`src/rtl/tact_press_decoder_if.sv`:
```
// Event bus between the tact switch decoder and its consumers: raw pin in,
// debounced level and single-cycle event pulses out.
interface tact_press_decoder_if;
  logic Tact1;
  logic BTN_PRESSED;
  logic PRESS;
  logic RELEASE;
  logic CLICK;
  logic LONG;
  logic REPEAT;

  modport master (
    output Tact1,
    input  BTN_PRESSED,
    input  PRESS,
    input  RELEASE,
    input  CLICK,
    input  LONG,
    input  REPEAT
  );

  modport slave (
    input  Tact1,
    output BTN_PRESSED,
    output PRESS,
    output RELEASE,
    output CLICK,
    output LONG,
    output REPEAT
  );
endinterface

```
`src/rtl/tact_press_decoder.sv`:
```
// Tact switch decoder: 2-flop sync, debounce, press/release/click/long events.
// Optional auto-repeat while held long is enabled by defining TACT_REPEAT_EN.
module tact_press_decoder #(
  parameter int W_DB          = 18,
  parameter int DB_CYCLES     = 240000,
  parameter int W_HOLD        = 25,
  parameter int LONG_CYCLES   = 24000000
`ifdef TACT_REPEAT_EN
  , parameter int REPEAT_CYCLES = 4800000
`endif
) (
  input logic                  CLK_24MHz,
  input logic                  RESET_n,
  tact_press_decoder_if.slave  bus
);

  localparam logic [1:0] ST_RELEASED = 2'd0;
  localparam logic [1:0] ST_HELD     = 2'd1;
  localparam logic [1:0] ST_LONG     = 2'd2;

  localparam logic [W_DB-1:0]   DB_MAX   = W_DB'(DB_CYCLES - 1);
  localparam logic [W_DB-1:0]   DB_ONE   = {{(W_DB-1){1'b0}}, 1'b1};
  localparam logic [W_HOLD-1:0] LONG_MAX = W_HOLD'(LONG_CYCLES - 1);
  localparam logic [W_HOLD-1:0] HOLD_ONE = {{(W_HOLD-1){1'b0}}, 1'b1};
  localparam logic [W_HOLD-1:0] HOLD_SAT = {W_HOLD{1'b1}};
`ifdef TACT_REPEAT_EN
  localparam logic [W_HOLD-1:0] REP_MAX  = W_HOLD'(REPEAT_CYCLES - 1);
`endif

  logic              s1_q, s1_d;
  logic              s2_q, s2_d;
  logic              level_q, level_d;
  logic [W_DB-1:0]   db_cnt_q, db_cnt_d;
  logic [W_HOLD-1:0] hold_q, hold_d;
  logic [1:0]        state_q, state_d;
  logic              btn_q, btn_d;
  logic              press_q, press_d;
  logic              release_q, release_d;
  logic              click_q, click_d;
  logic              long_q, long_d;
  logic              acc_press_s;
  logic              acc_release_s;
`ifdef TACT_REPEAT_EN
  logic              repeat_q, repeat_d;
`endif

  // Synchroniser and debounce: level holds the accepted raw polarity (1 = released).
  always_comb begin
    s1_d          = bus.Tact1;
    s2_d          = s1_q;
    level_d       = level_q;
    db_cnt_d      = '0;
    acc_press_s   = 1'b0;
    acc_release_s = 1'b0;
    if (s2_q != level_q) begin
      if (db_cnt_q == DB_MAX) begin
        level_d       = s2_q;
        db_cnt_d      = '0;
        acc_press_s   = ~s2_q;
        acc_release_s = s2_q;
      end else begin
        db_cnt_d = db_cnt_q + DB_ONE;
      end
    end else begin
      db_cnt_d = '0;
    end
  end

  // Press-state machine and event pulse generation; release beats a coincident long.
  always_comb begin
    state_d   = state_q;
    hold_d    = hold_q;
    btn_d     = ~level_d;
    press_d   = 1'b0;
    release_d = 1'b0;
    click_d   = 1'b0;
    long_d    = 1'b0;
`ifdef TACT_REPEAT_EN
    repeat_d  = 1'b0;
`endif
    case (state_q)
      ST_RELEASED: begin
        if (acc_press_s) begin
          state_d = ST_HELD;
          hold_d  = '0;
          press_d = 1'b1;
        end else begin
          hold_d  = '0;
        end
      end
      ST_HELD: begin
        if (acc_release_s) begin
          state_d   = ST_RELEASED;
          hold_d    = '0;
          release_d = 1'b1;
          click_d   = 1'b1;
        end else if (hold_q == LONG_MAX) begin
          state_d = ST_LONG;
          hold_d  = '0;
          long_d  = 1'b1;
        end else begin
          hold_d  = hold_q + HOLD_ONE;
        end
      end
      ST_LONG: begin
        if (acc_release_s) begin
          state_d   = ST_RELEASED;
          hold_d    = '0;
          release_d = 1'b1;
        end else begin
`ifdef TACT_REPEAT_EN
          if (hold_q == REP_MAX) begin
            hold_d   = '0;
            repeat_d = 1'b1;
          end else begin
            hold_d   = hold_q + HOLD_ONE;
          end
`else
          if (hold_q != HOLD_SAT) begin
            hold_d = hold_q + HOLD_ONE;
          end else begin
            hold_d = hold_q;
          end
`endif
        end
      end
      default: begin
        state_d = ST_RELEASED;
        hold_d  = '0;
      end
    endcase
  end

  // State and output registers with synchronous active-low reset.
  always_ff @(posedge CLK_24MHz) begin
    if (!RESET_n) begin
      s1_q      <= 1'b1;
      s2_q      <= 1'b1;
      level_q   <= 1'b1;
      db_cnt_q  <= '0;
      hold_q    <= '0;
      state_q   <= ST_RELEASED;
      btn_q     <= 1'b0;
      press_q   <= 1'b0;
      release_q <= 1'b0;
      click_q   <= 1'b0;
      long_q    <= 1'b0;
`ifdef TACT_REPEAT_EN
      repeat_q  <= 1'b0;
`endif
    end else begin
      s1_q      <= s1_d;
      s2_q      <= s2_d;
      level_q   <= level_d;
      db_cnt_q  <= db_cnt_d;
      hold_q    <= hold_d;
      state_q   <= state_d;
      btn_q     <= btn_d;
      press_q   <= press_d;
      release_q <= release_d;
      click_q   <= click_d;
      long_q    <= long_d;
`ifdef TACT_REPEAT_EN
      repeat_q  <= repeat_d;
`endif
    end
  end

  assign bus.BTN_PRESSED = btn_q;
  assign bus.PRESS       = press_q;
  assign bus.RELEASE     = release_q;
  assign bus.CLICK       = click_q;
  assign bus.LONG        = long_q;
`ifdef TACT_REPEAT_EN
  assign bus.REPEAT      = repeat_q;
`else
  assign bus.REPEAT      = 1'b0;
`endif

endmodule

```
`src/flat_wrapper.sv`:
```
// flat-port wrapper written by rule: the top's interface ports become plain ports
module tact_press_decoder_flat 
#(
  parameter int W_DB          = 18,
  parameter int DB_CYCLES     = 240000,
  parameter int W_HOLD        = 25,
  parameter int LONG_CYCLES   = 24000000

)
  (CLK_24MHz, RESET_n, bus_Tact1, bus_BTN_PRESSED, bus_PRESS, bus_RELEASE, bus_CLICK, bus_LONG, bus_REPEAT);
  tact_press_decoder_if bus_i ();
  input logic CLK_24MHz;
  input logic RESET_n;
  input wire logic [$bits(bus_i.Tact1)-1:0] bus_Tact1;
  output wire logic [$bits(bus_i.BTN_PRESSED)-1:0] bus_BTN_PRESSED;
  output wire logic [$bits(bus_i.PRESS)-1:0] bus_PRESS;
  output wire logic [$bits(bus_i.RELEASE)-1:0] bus_RELEASE;
  output wire logic [$bits(bus_i.CLICK)-1:0] bus_CLICK;
  output wire logic [$bits(bus_i.LONG)-1:0] bus_LONG;
  output wire logic [$bits(bus_i.REPEAT)-1:0] bus_REPEAT;
  assign bus_i.Tact1 = bus_Tact1;
  assign bus_BTN_PRESSED = bus_i.BTN_PRESSED;
  assign bus_PRESS = bus_i.PRESS;
  assign bus_RELEASE = bus_i.RELEASE;
  assign bus_CLICK = bus_i.CLICK;
  assign bus_LONG = bus_i.LONG;
  assign bus_REPEAT = bus_i.REPEAT;
  tact_press_decoder #(.W_DB(W_DB), .DB_CYCLES(DB_CYCLES), .W_HOLD(W_HOLD), .LONG_CYCLES(LONG_CYCLES)) u_core (.CLK_24MHz(CLK_24MHz), .RESET_n(RESET_n), .bus(bus_i));
endmodule
```
`config.mk`:
```
export PLATFORM = sky130hd
export DESIGN_NAME = tact_press_decoder_flat
export DESIGN_NICKNAME = d
export VERILOG_FILES = /design/src/rtl/tact_press_decoder_if.sv /design/src/rtl/tact_press_decoder.sv /design/src/flat_wrapper.sv
export SDC_FILE = /design/constraint.sdc
export NUM_CORES = 1
export LEC_CHECK = 0
export CAP_MARGIN = 20
export CORE_ASPECT_RATIO = 0.6
export CORE_MARGIN = 10
export CORE_UTILIZATION = 50
export CTS_CLUSTER_SIZE = 28
export DETAILED_ROUTE_END_ITERATION = 12
export PLACE_DENSITY = 0.65
export SYNTH_ARGS = -nofsm -noshare
export SYNTH_HDL_FRONTEND = slang
export SYNTH_SLANG_ARGS = --single-unit
```
`constraint.sdc`:
```
create_clock -name CLK_24MHz -period 2.2 [get_ports CLK_24MHz]
set_input_delay 0.22 -clock CLK_24MHz [delete_from_list [all_inputs] [get_ports CLK_24MHz]]
set_output_delay 0.22 -clock CLK_24MHz [all_outputs]
set_load 0.02 [all_outputs]
```
Word-level counts from Yosys, hierarchy flattened

Index checks and enable logic that the tools add are counted.

Register bits: 53
Logic and storage cells: 55
Bits of input ports: 3
Output and inout bits: 6

Bitwise gates (word level): 5
Reduce and logical (&&, ||, !) cells: 8
Equality and inequality tests: 10
Mux-type cells: 19
$add $sub $neg: 2

Operator list:

| cell                                                  | number |
|---|---|
| 2-to-1 mux 25 bit                                     | 4 |
| case mux 25 bit (2 select lines)                      | 1 |
| adder 25 x 1 -> 25 bit, second input constant         | 1 |
| equality test 25 bit, second input constant           | 1 |
| inequality test 25 bit, second input constant         | 1 |
| adder 18 x 1 -> 18 bit, second input constant         | 1 |
| equality test 18 bit, second input constant           | 1 |
| 2-to-1 mux 1 bit                                      | 9 |
| 2-to-1 mux 2 bit                                      | 4 |
| inequality test 3 x 1 -> 1 bit, second input constant | 2 |
| case mux 2 bit (3 select lines)                       | 1 |
| AND reduction 2 bit                                   | 3 |
| OR reduction 3 bit                                    | 2 |
| inverter 1 bit                                        | 5 |
| inequality test 2 x 1 -> 1 bit, second input constant | 2 |
| AND reduction 3 bit                                   | 1 |
| equality test 2 x 1 -> 1 bit, second input constant   | 1 |
| equality test 2 bit, second input constant            | 1 |
| logical NOT 2 bit                                     | 1 |
| OR reduction 2 bit                                    | 1 |
| inequality test 1 bit                                 | 1 |

Depth between registers and ports, before layout

Word-level depth: 5
Mapped depth: 9
Mapped depth without buffers: 7

Worst setup path before layout

Ideal clock, no wire load.

Kind: reg-to-reg
Start point: register u_core.hold_q[11]
End point: register u_core.state_q[1]
Setup slack: 0.278 ns
Data arrival time: 1.850 ns
Path buffers: 1
Cell stages (with the launch flop): 7
Period minus slack after synthesis: 1.922 ns
Required time: 2.128 ns
Library setup time: 0.072 ns
Cells stage by stage: dfxtp_1 buf_6 or4b_1 nor4_4 a41oi_4 a22oi_1 mux2i_1

Word-level cells in the longest chain between the ends: 3

RTL lines:

| what                                            | line                      | text |
|---|---|---|
| from (decl)                                     | tact_press_decoder.sv:34  | `logic [W_HOLD-1:0] hold_q, hold_d;` |
| from (signal assigned)                          | tact_press_decoder.sv:156 | `hold_q <= hold_d;` |
| equality test 25 bit                            | tact_press_decoder.sv:97  | `end else if (hold_q == LONG_MAX) begin` |
| inequality test 3 x 1 -> 1 bit (no source line) | -                         |  |
| AND reduction 3 bit (no source line)            | -                         |  |
| to (signal assigned)                            | tact_press_decoder.sv:157 | `state_q <= state_d;` |
| to (decl)                                       | tact_press_decoder.sv:35  | `logic [1:0] state_q, state_d;` |

No other way between the ends.
A chain may end at the register's enable or synchronous reset.

Worst setup path after layout

Start point: register u_core.hold_q[9]
End point: register u_core.state_q[1]

Same word-level chain as after synthesis.

==> metrics <==
Worst Reg-to-Reg Cells 5; Hold Path Sink u_core.s2_q$_SDFF_PN1_; first-pass GRT wire length 10700 µm; Cell variety after synth 60; ant diodes 0; clk buf depth 2; initial DRC count 232; total power draw about 1500 µW; IO buf count 7; sequential share of the synthesized area 37.71%; FF+latch count, synth between 50 and 60; largest area contributor in the netlist dfxtp_1; worst path bufs/invs 0; Initial Utilization about half; CP Data Arrival Time 2.30 ns; Layout Utilization slightly below 60%; number of fill cells 530; mapped cell area 2814 µm²; asr flop ratio synth 0%; unrepaired setup endpoints after global routing false; Setup Skew 0.01324 ns; Worst Hold Depth 1; ys flop type dfxtp_1; Post-route DRC 0; CTS Buf Count 5; top post-synthesis cells by area dfxtp_1, nor2_1, a21oi_1, nand3_1, nand2_1; Final Hold Viols 0; Final Critical Period 2.064 ns; Nets 362; launch point of the worst hold path u_core.s1_q$_SDFF_PN1_; CTS H-tree depth 2; drt pass-1 iters 5; Crit Path Category reg2reg; status complete, no violations; Slowest cell on crit path or4b_1; number of max-cap violations 0; Final TNS setup 0 ns; DRT antenna net count 0; Slew @ Worst Pin 0.5757 ns; Die H 78.11 µm; maximum fanout along the worst path 6; Finished Layout Cells 423; worst-skew pair later-pin latency approximately 0.31 ns; remaining global-route overflow 0; Boundary Pins 9; r2r endpoint u_core.state_q[1]$_SDFFE_PN0P_; vias in the first global route 2152; Syn. warnings 0; CTS tree done; cells after synthesis 329; vias per cell 5.988; Hold Path Class reg2reg; HPWL after DPL approximately 4700 µm; setup violators final 0; fin. max-slew vios 0; Pleak between 0.001 and 0.0015 µW; DIE AREA 9127 µm²; clk sinks 53; num rows 21; reg2reg setup slack 0.14 ns; DP Cell Count 415; Avg Cell Area, Syn roughly 8.6 µm²; Worst EP required 2.44 ns; wire per inst 14.97 µm; Placer Congestion between 0.8 and 0.9; largest net degree at the start of global routing 23; Mapped Nets 337; Die Wd 116.9 µm; Worst slew margin 61.55%; Vias around 2500; layout overhead on the synthesized area 13.07%; Clock transition at path regs 0.10 ns; Crit path largest cell delay 0.57 ns; maximum VDD drop between 0.0003 and 0.0004 V; CP endpoint kind flop; area of the multi-input gates 1655 µm²; RR Startpoint u_core.hold_q[9]$_SDFFE_PN0P_; ratio of cells with drive above 1 in the final layout roughly 15%; Core ar. approximately 5500 µm²; CTS root buf clkbuf_8; Levels on crit path 5; Seq. cell area 1061 µm²; cell family with most CP delay simple AND/OR/NAND/NOR gates; achievable frequency around 480 MHz; CP cell instances or4b_1 > nor4_4 > a41oi_4 > a22oi_1 > mux2i_1; Power Density 486.9 nW/µm²; Startpoint Class flop; final WL between 6000 and 7000 µm; fin crit share 93.81%; Post-synth EDFFs 0; share of the synthesized area in the top cell type a little under two fifths; Global Route Usage Sum 14.30%; initial antenna violation count 0
## synth_stat cells, types with 3 or more instances
cell type   n
xnor2_1     8
buf_4       3
nor2_1     39
nor3_1      7
dfxtp_1    53
or4_4       3
or4_1       4
or3_1       6
nor2b_1     3
nand3_1    21
o21ai_1    12
nand4_1    13
and4_1      6
and3_1      9
and2_1      5
clkbuf_1    6
o21ai_0     8
nand2_1    23
nand2b_1    3
a31oi_1     7
a21oi_1    23
xor2_1      8
ha_1        5
inv_1       7
## metrics by stage
stage	area [µm²]	hold WS, ns	setup slack [ns]
after global routing	3182	0.4450	0.005228
after CTS	3159	0.4286	0.1054
after floorplan	2814	0.3215	0.2779
final	3182	0.4194	0.1361
after detailed placement	3069	0.4062	0.1260
after global placement	3069	0.3897	0.1685
## where the power goes
part           switching, µW  internal, µW  total, µW
sequential             0.889           961        962
combinational           10.3          7.77       18.0
clock                    320           250        569
total                    331          1220       1550
## cells in the final DEF (no fill, tap or decap), types with 2 or more instances in the layout
| master | count |
|---|---|
| o21a_1 | 2 |
| and4_1 | 6 |
| nand2_1 | 23 |
| xnor2_1 | 8 |
| nand3_1 | 21 |
| clkdlybuf4s50_1 | 7 |
| nor2b_1 | 3 |
| a31oi_1 | 7 |
| or4_4 | 3 |
| and4bb_2 | 2 |
| xor2_1 | 8 |
| a211oi_1 | 2 |
| o21ai_1 | 12 |
| and3_1 | 9 |
| and2_1 | 5 |
| inv_1 | 7 |
| nand4b_1 | 2 |
| or3_1 | 6 |
| or4_1 | 4 |
| nor3_1 | 7 |
| a311oi_1 | 2 |
| o21ai_0 | 8 |
| ha_1 | 5 |
| clkbuf_8 | 6 |
| nand2b_1 | 3 |
| mux2i_1 | 2 |
| nand4_1 | 13 |
| or3_2 | 2 |
| buf_4 | 23 |
| nor2_1 | 39 |
| a21oi_1 | 23 |
| a41oi_1 | 2 |
| dfxtp_1 | 53 |
## cells by family after synthesis
family          after synthesis  synth area share [%]
other cells                   1                0.1333
buf+inv                      20                 4.001
compound gates               68                 16.05
simple gates                164                 34.19
flops                        53                 37.71
xor+xnor                     16                 4.980
mux                           2                0.7115
fa+ha+maj                     5                 2.223
## routing by layer
metal	share of wire (%)	up-vias	GRT usage [%]
met3	8.4	5	3.265
met4	0.77	0	3.440
met5	0	-	0
li1	-	1264	-
met1	55	1155	23.03
met2	36	109	17.91
## worst max-delay path by stage
stage                                                 to                            from  slack [ns]
after floorplan           u_core.state_q[1]$_SDFFE_PN0P_  u_core.hold_q[11]$_SDFFE_PN0P_        0.28
after global placement     u_core.hold_q[7]$_SDFFE_PN0P_  u_core.hold_q[14]$_SDFFE_PN0P_        0.17
after detailed placement   u_core.hold_q[7]$_SDFFE_PN0P_  u_core.hold_q[14]$_SDFFE_PN0P_        0.13
after CTS                  u_core.hold_q[7]$_SDFFE_PN0P_  u_core.hold_q[14]$_SDFFE_PN0P_        0.11
after global routing      u_core.hold_q[19]$_SDFFE_PN0P_   u_core.db_cnt_q[1]$_SDFF_PP0_       0.005
final                     u_core.state_q[1]$_SDFFE_PN0P_   u_core.hold_q[9]$_SDFFE_PN0P_        0.14
## repair_timing
item / in CTS / in global routing
setup buffers: 0 / 1
resized for setup: 0 / 2
hold buffers: 0 / 0
setup endpoints to repair: 0 / 13
## worst register-to-register path, stage by stage, from the launching register on
cell and delay, ns:
dfxtp_1 0.38, or4b_1 0.57, nor4_4 0.33, a41oi_4 0.24, a22oi_1 0.27, mux2i_1 0.20
## state kept, by name, summed over array words and instances (netlist names)
signal,cells
u_core.hold_q,25
u_core.db_cnt_q,18
u_core.state_q,2
u_core.bus.BTN_PRESSED,1
u_core.bus.CLICK,1
u_core.bus.LONG,1
u_core.bus.PRESS,1
u_core.bus.RELEASE,1
u_core.level_q,1
u_core.s1_q,1
u_core.s2_q,1
## layout make-up
class                           count  area share, %
Clock inverter                      1         0.2359
Multi-Input combinational cell    256          52.03
Sequential cell                    53          33.35
Clock buffer                        6          2.595
Inverter                            7         0.8258
Timing Repair Buffer               31          8.258
Tap cell                           69          2.713
(Power assumes the default switching activity.)
